### src/rtl/msi001_spi_rx.sv
// msi001_spi_rx
//
// Receives 24-bit frames from an SPI master, MSB first. The data is sampled on
// the rising SPI clock and the frame is bracketed by an active-low enable. All
// SPI inputs are asynchronous to clk. They are brought into the clk domain
// before edge detection, so clk must run at least 4x the SPI clock rate.
//
// A frame of exactly 24 bits is published on rx_data/rx_valid and counted in
// rx_frame_cnt. Any other length produces a one-cycle rx_frame_err pulse and
// leaves the published frame untouched.
//
// Ports
//   clk                 system clock
//   reset               asynchronous reset, active-low
//   spi_msi001_clk_in   SPI serial clock (idle low), asynchronous
//   spi_msi001_data_in  SPI serial data, MSB first
//   spi_msi001_en_in    frame enable, active-low; its rising edge closes a frame
//   rx_ack              consumer acknowledge of the held frame
//   rx_data[23:0]       last good frame, bit 23 = first bit received
//   rx_addr[3:0]        register address field, rx_data[3:0]
//   rx_valid            high while an unacknowledged good frame is held
//   rx_overrun          sticky: a good frame replaced an unacknowledged one
//   rx_frame_err        one-cycle pulse when a frame closes with != 24 bits
//   rx_frame_cnt[15:0]  good-frame counter, wraps at 16 bits

module msi001_spi_rx (
  input  logic        clk,
  input  logic        reset,
  input  logic        spi_msi001_clk_in,
  input  logic        spi_msi001_data_in,
  input  logic        spi_msi001_en_in,
  input  logic        rx_ack,
  output logic [23:0] rx_data,
  output logic [3:0]  rx_addr,
  output logic        rx_valid,
  output logic        rx_overrun,
  output logic        rx_frame_err,
  output logic [15:0] rx_frame_cnt
);

  localparam int         DATA_W   = 24;
  localparam logic [4:0] BIT_GOOD = 5'd24;
  localparam logic [4:0] BIT_MAX  = 5'd25;

  typedef enum logic [1:0] {
    IDLE  = 2'd0,
    SHIFT = 2'd1,
    CLOSE = 2'd2
  } state_t;

  // Bit counter increment that holds at BIT_MAX instead of wrapping.
  function automatic logic [4:0] sat_inc(input logic [4:0] cnt);
    return (cnt == BIT_MAX) ? cnt : cnt + 5'd1;
  endfunction

  state_t              state_q;
  state_t              state_d;

  logic                sclk_p0, sclk_p1, sclk_p2;
  logic                en_p0,   en_p1,   en_p2;
  logic                sdat_p0, sdat_p1;

  logic                sclk_rise;
  logic                en_rise;
  logic                en_fall;

  logic [1:0]          flush_cnt_q;
  logic                armed_q;
  logic                fall_pend_q;

  logic [4:0]          bit_cnt_q;
  logic [DATA_W-1:0]   shift_q;
  logic [DATA_W-1:0]   data_q;
  logic                valid_q;
  logic                overrun_q;
  logic                frame_err_q;
  logic [15:0]         frame_cnt_q;

  logic                start_frame;
  logic                shift_en;
  logic                frame_good;
  logic                frame_bad;
  logic                ack_take;

  // ---- Stage p0/p1: two-flop synchronizers; p2: delay flop for edge detection.
  // Reset values match the idle bus: enable high, clock low, data low.
  always_ff @(posedge clk or negedge reset) begin
    if (!reset) begin
      sclk_p0 <= 1'b0;
      sclk_p1 <= 1'b0;
      sclk_p2 <= 1'b0;
      en_p0   <= 1'b1;
      en_p1   <= 1'b1;
      en_p2   <= 1'b1;
      sdat_p0 <= 1'b0;
      sdat_p1 <= 1'b0;
    end else begin
      sclk_p0 <= spi_msi001_clk_in;
      sclk_p1 <= sclk_p0;
      sclk_p2 <= sclk_p1;
      en_p0   <= spi_msi001_en_in;
      en_p1   <= en_p0;
      en_p2   <= en_p1;
      sdat_p0 <= spi_msi001_data_in;
      sdat_p1 <= sdat_p0;
    end
  end

  // Data shares the clock's synchronizer depth, so sdat_p1 is aligned with
  // the cycle in which the SPI clock rising edge is seen.
  assign sclk_rise = sclk_p1 & ~sclk_p2;
  assign en_rise   = en_p1 & ~en_p2;
  assign en_fall   = ~en_p1 & en_p2;

  // ---- Start qualification.
  // The enable synchronizer resets to "high". If the real enable is already
  // low when reset is released, that would look like a falling edge. The
  // receiver only arms once the synchronizer has flushed and has seen the
  // enable high. fall_pend_q carries a falling edge seen during CLOSE into
  // the following IDLE cycle.
  always_ff @(posedge clk or negedge reset) begin
    if (!reset) begin
      flush_cnt_q <= 2'd0;
      armed_q     <= 1'b0;
      fall_pend_q <= 1'b0;
    end else begin
      if (flush_cnt_q != 2'd2) begin
        flush_cnt_q <= flush_cnt_q + 2'd1;
      end
      if ((flush_cnt_q == 2'd2) && en_p1) begin
        armed_q <= 1'b1;
      end
      fall_pend_q <= (state_q == CLOSE) && en_fall;
    end
  end

  assign start_frame = (state_q == IDLE) && ((en_fall && armed_q) || fall_pend_q);
  // A clock edge coinciding with the closing enable edge is dropped.
  assign shift_en    = (state_q == SHIFT) && !en_rise && sclk_rise &&
                       (bit_cnt_q != BIT_MAX);
  assign frame_good  = (state_q == CLOSE) && (bit_cnt_q == BIT_GOOD);
  assign frame_bad   = (state_q == CLOSE) && (bit_cnt_q != BIT_GOOD);
  assign ack_take    = rx_ack && valid_q;

  // ---- Frame FSM.
  always_ff @(posedge clk or negedge reset) begin
    if (!reset) begin
      state_q <= IDLE;
    end else begin
      state_q <= state_d;
    end
  end

  always_comb begin
    state_d = state_q;
    unique case (state_q)
      IDLE:    if (start_frame) state_d = SHIFT;
      SHIFT:   if (en_rise)     state_d = CLOSE;
      CLOSE:   state_d = IDLE;
      default: state_d = IDLE;
    endcase
  end

  // ---- Shift register and bit counter.
  always_ff @(posedge clk or negedge reset) begin
    if (!reset) begin
      bit_cnt_q <= 5'd0;
      shift_q   <= '0;
    end else if (start_frame) begin
      bit_cnt_q <= 5'd0;
      shift_q   <= '0;
    end else if (shift_en) begin
      bit_cnt_q <= sat_inc(bit_cnt_q);
      shift_q   <= {shift_q[DATA_W-2:0], sdat_p1};
    end
  end

  // ---- Published frame and status.
  // A good frame wins over an acknowledge in the same cycle: valid stays set.
  // Overrun is only raised when the replaced frame was not being acknowledged.
  always_ff @(posedge clk or negedge reset) begin
    if (!reset) begin
      data_q      <= '0;
      valid_q     <= 1'b0;
      overrun_q   <= 1'b0;
      frame_err_q <= 1'b0;
      frame_cnt_q <= 16'd0;
    end else begin
      frame_err_q <= frame_bad;
      if (frame_good) begin
        data_q      <= shift_q;
        valid_q     <= 1'b1;
        frame_cnt_q <= frame_cnt_q + 16'd1;
        overrun_q   <= valid_q && !ack_take;
      end else if (ack_take) begin
        valid_q     <= 1'b0;
        overrun_q   <= 1'b0;
      end
    end
  end

  assign rx_data      = data_q;
  assign rx_addr      = data_q[3:0];
  assign rx_valid     = valid_q;
  assign rx_overrun   = overrun_q;
  assign rx_frame_err = frame_err_q;
  assign rx_frame_cnt = frame_cnt_q;

endmodule
### config.mk
export PLATFORM = sky130hd
export DESIGN_NAME = msi001_spi_rx
export DESIGN_NICKNAME = d
export VERILOG_FILES = /design/src/rtl/msi001_spi_rx.sv
export SDC_FILE = /design/constraint.sdc
export NUM_CORES = 1
export LEC_CHECK = 0
export ABC_AREA = 1
export CORE_MARGIN = 1
export CORE_UTILIZATION = 58
export DETAILED_ROUTE_END_ITERATION = 7
export PLACE_DENSITY = 0.84
export SLEW_MARGIN = 20
export SYNTH_ARGS = -nofsm -noshare
export SYNTH_HDL_FRONTEND = slang
export SYNTH_SLANG_ARGS = --single-unit
export TNS_END_PERCENT = 50
### constraint.sdc
create_clock -name clk -period 2.55 [get_ports clk]
set_input_delay 0.51 -clock clk [delete_from_list [all_inputs] [get_ports clk]]
set_output_delay 0.51 -clock clk [all_outputs]
set_load 0.05 [all_outputs]
### Word-level counts from Yosys, hierarchy flattened

Cells that the tools add are included.

* flip-flop bits (word level): 86
* bits of input ports: 6
* word-level logic and storage cells: 69

* add/subtract/negate cells: 3
* equal/unequal tests: 11
* mux-type cells: 11
* bitwise gates (word level): 6
* reduce and logical (&&, ||, !) cells: 19

Operator list (number)
* $mux 24: 2
* $add 16x1->16 const B: 1
* $mux 5: 3
* $logic_and 1x1->1: 11
* $eq 5x5->1 const B: 2
* $ne 5x5->1 const B: 2
* $ne 2x2->1 const B: 4
* $add 5x1->5 const B: 1
* $eq 2x2->1 const B: 2
* $mux 2: 2
* $pmux 2 s2: 1
* $reduce_and 2->1: 2
* $reduce_bool 2->1: 2
* $and 1x1->1: 3
* $mux 1: 3
* $not 1->1: 3
* $add 2x1->2 const B: 1
* $eq 2x1->1 const B: 1
* $logic_not 1->1: 2
* $logic_not 2->1: 1
* $logic_or 1x1->1: 1

### Depth between registers and ports, before layout

Gate-level depths: netlist (run 1).

* word-level depth: 8
* gate-level depth with buffers: 9

### Worst setup path before layout (run 1)

OpenSTA, ideal clock, no wires.

* kind: reg-to-reg
* start: register frame_cnt_q[0] (netlist: rx_frame_cnt[0])
* end: register frame_cnt_q[8] (netlist: rx_frame_cnt[8])
* setup time: 142 ps
* arrival: 1549 ps
* slack: 859 ps
* stages on the path, launching flop included: 6
* clock period less this slack: 1691 ps
* cells stage by stage: dfrtp_1 > ha_1 > nand3_1 > nor3_1 > nand2_1 > xnor2_1

* word-level cells in the longest chain between the ends: 1

Ends and longest elaborated chain
* from (decl): line 77 `logic [15:0] frame_cnt_q;`
* from (signal assigned): line 193 `frame_cnt_q <= frame_cnt_q + 16'd1;`
* $add 16x1->16: line 193

No other way between the ends.
A chain may end at the register's enable or synchronous reset.

### Worst setup path after layout (run 1)

* start: register frame_cnt_q[10] (netlist: rx_frame_cnt[10])
* end: output rx_frame_cnt[10]

RTL lines
* to (decl): line 38 `output logic [15:0] rx_frame_cnt`

No word-level cell between the ends.

==> metrics.md, run 1 <==
| Metric | Value |
|---|---|
| Die footprint | 6790 µm² |
| CP max stage delay | 0.85 ns |
| Layout Area Growth over Synthesis | 19.5% |
| Cts bufs inserted | 9 |
| Unique masters post-synth | 20 |
| Actual slew at the worst max-slew pin | 0.549 ns |
| Rel. slew slack | 63.3% |
| Final setup vio count | 0 |
| Critical path class | reg2out |
| Longest Clk Path Bufs | 2 |
| Post-synth top area share | 55.4% |
| Setup Buffers After CTS | 0 |
| Pin count of the biggest net entering global routing | 58 |
| Clk root buf | clkbuf_8 |
| Area after DPL | 4260 µm² |
| WL per Instance | 13.2 µm |
| Global placement routability congestion | 0.788 |
| Sw Pwr | 660 µW |
| Switching Fraction | 24.8% |
| Commonest cells after routing, fill and taps aside | nand2_1 (154), dfrtp_1 (83), nand3_1 (70), clkdlybuf4s50_1 (51), inv_1 (30) |
| # resized after CTS | 0 |
| FP Rows | 28 |
| H-tree levels | 3 |
| Syn Inst Count | 421 |
| Combinational share of power | 7.2% |
| Status | finished, final reports clean |
| Biggest area consumer among synthesized cells | dfrtp_1 |
| Critical Path Sink Type | primary output |
| Clock-pin slew on the worst setup and hold paths | 0.09 ns |
| Skew-Pair Late Insertion Delay | 0.35 ns |
| Core area | 6100 µm² |
| Worst Path Arrival | 1.67 ns |
| Ranking of synthesized cells by area | dfrtp_1 (55%), nand2_1 (15%), nand3_1 (9.3%), inv_1 (3.0%), buf_6 (2.4%) |
| Register area share after synthesis | 57.5% |
| CTS tree | done |
| Synth Net Count | 432 |
| Worst Path Max Fanout | 7 |
| Max-Cap Viols | 0 |
| Post-CTS Hold Buffers | 0 |
| Worst clock skew | 0.0110 ns |
| Register bit total from synthesis | 86 |
| Pre-CTS setup slack | 0.699 ns |
| Initial DRC Count | 206 |
| Vias in the first global route | 2,745 |
| Netlist Area Pre-Place | 3750 µm² |
| Fill count | 415 |
| Final worst-path setup slack | 0.375 ns |
| Design Area, Final | 4480 µm² |
| Hold Crit Class | in2async |
| Clock Power Share | 39.0% |
| Clk sinks | 86 |
| VDD IR max | 0.376 mV |
| Leakage Power | 0.00230 µW |
| Slowest stage cell, crit path | clkdlybuf4s50_1 |
| Pre-antenna DRT Iters | 5 |
| DR DRC count | 0 |
| Cells along the critical path | clkdlybuf4s50_1 |
| WP buf/inv | 1 |
| Seq pwr share | 53.8% |
| Chip width | 82.4 µm |
| Die H | 82.4 µm |
| Antenna Violating Nets Remaining | 0 |
| GRT Total Usage | 24.0% |
| Final Critical Period | 2.18 ns |
| First-pass GRT wire length | 12.1 mm |
| Syn Area/Cell | 8.91 µm² |
| Critical Path RT | 2.04 ns |
| Commonest non-fill, non-tap cell in the layout | nand2_1 |
| GR Overflow Total | 0 |
| Effective utilization at floorplan | 61.5% |
| Drt total wl | 7.23 mm |
| Top Ports | 53 |
| Internal Power | 2010 µW |
| Layout cell share with drive strength beyond 1 | 7.37% |
| Area of the multi-input gates | 1300 µm² |
| Fin. Hold Viols | 0 |
| Register area | 2160 µm² |
| Largest delay contributor family on the critical path | buffers and inverters |
| Initial antenna violation count | 0 |
| Startpoint types | flop |
| Yosys warns | 0 |
| Via/cell ratio | 5.41 |
| Period utilisation layout | 85.3% |
| Fin nets | 481 |
| DP HPWL | 4.93 mm |
| Via count | 2,976 |
| Pwr dens | 595 nW/µm² |
| Sum of negative setup slack | 0 ns |
| Antenna cells | 0 |
| Fin. max-slew vios | 0 |
| RSZ-0062 raised after global routing | false |
| Fmax | 460 MHz |
| Port bufs | 52 |
[layout make-up]
cell class | instances | area share, %
clock buffer | 9 | 2.76
clock inverter | 7 | 2.15
inverter | 33 | 2.76
multi-input combinational | 279 | 29.1
sequential | 86 | 48.1
tap | 75 | 2.09
timing repair buffer | 61 | 13.1
[Yosys cell counts]
master	count
nand2_1	154
dfrtp_1	83
nand3_1	70
inv_1	30
nor2_1	15
nand4_1	12
buf_4	8
buf_6	8
xnor2_1	7
buf_2	6
ha_1	5
o21ai_0	5
xor2_1	5
dfstp_2	3
inv_2	3
nor3_1	3
a21oi_1	1
clkbuf_1	1
nor2_2	1
o21ai_2	1
[metal layers]
| layer | GRT usage [%] | part of all wire (%) | wire, µm |
|---|---|---|---|
| met1 | 29.4 | 43 | 3130 |
| met2 | 41.2 | 51 | 3680 |
| met5 | 0 | 0 | 0 |
| met3 | 3.85 | 4.0 | 286 |
| met4 | 11.8 | 1.8 | 131 |
[final timing paths]
path / slack (ns) / depth (start not counted) / startpoint / endpoint
setup / recovery: 0.37 / 1 / rx_frame_cnt[10] / rx_frame_cnt[10]
hold / removal: 0.12 / 1 / reset / rx_frame_cnt[9]
setup reg to reg: 0.67 / 7 / bit_cnt_q[0] / rx_data[15]
hold reg to reg: 0.35 / 0 / sdat_p0 / sdat_p1
max in group asynchronous: 1.80 / 2 / reset / rx_frame_cnt[14]
min in group clk: 0.35 / 0 / sdat_p0 / sdat_p1
[kinds of logic (layout without fill, tap and decap cells)]
logic type | after synthesis | after routing | share of synthesized area, %
compound gates | 7 | 7 | 1.03
xor+xnor | 12 | 12 | 2.80
fa+ha+maj | 5 | 5 | 1.67
simple gates | 255 | 255 | 28.8
flops | 86 | 86 | 57.5
buf+inv | 56 | 110 | 8.21
[through the flow]
step | power [µW] | utilization (%) | cells | hold WS [ns]
final | 2670 | 73.5 | 550 | 0.117
after global routing | 2770 | 73.5 | 550 | 0.156
after detailed placement | 1650 | 69.9 | 534 | 0.335
after CTS | 2690 | 73.5 | 550 | 0.136
after floorplan | 1590 | - | 421 | 0.214
after global placement | 1640 | 69.9 | 534 | 0.332
[power by group through the flow]
stage | clock network, µW | registers [µW] | logic [µW]
4_1_cts | 1060 | 1430 | 194
3_5_place_dp | 0 | 1460 | 192
5_1_grt | 1110 | 1440 | 219
2_1_floorplan | 0 | 1460 | 134
6_report | 1040 | 1430 | 192
3_3_place_gp | 0 | 1450 | 183
[registers in the layout, indices dropped and copies added (netlist names), 2 cells and up]
name	flops
rx_data	24
shift_q	24
rx_frame_cnt	16
bit_cnt_q	5
flush_cnt_q	2
state_q	2
Power figures use the tool's default switching activity.
==> inputs of run 2 (changes only) <==
CAP_MARGIN = 30   (was not set)
==> results of run 2 <==
Final layout, timing and power as in run 1 (identical DEF).
==> inputs of run 3 (changes only) <==
CORE_MARGIN = not set   (was 1)
==> results of run 3 <==
Final layout, timing and power as in run 1 (identical DEF).
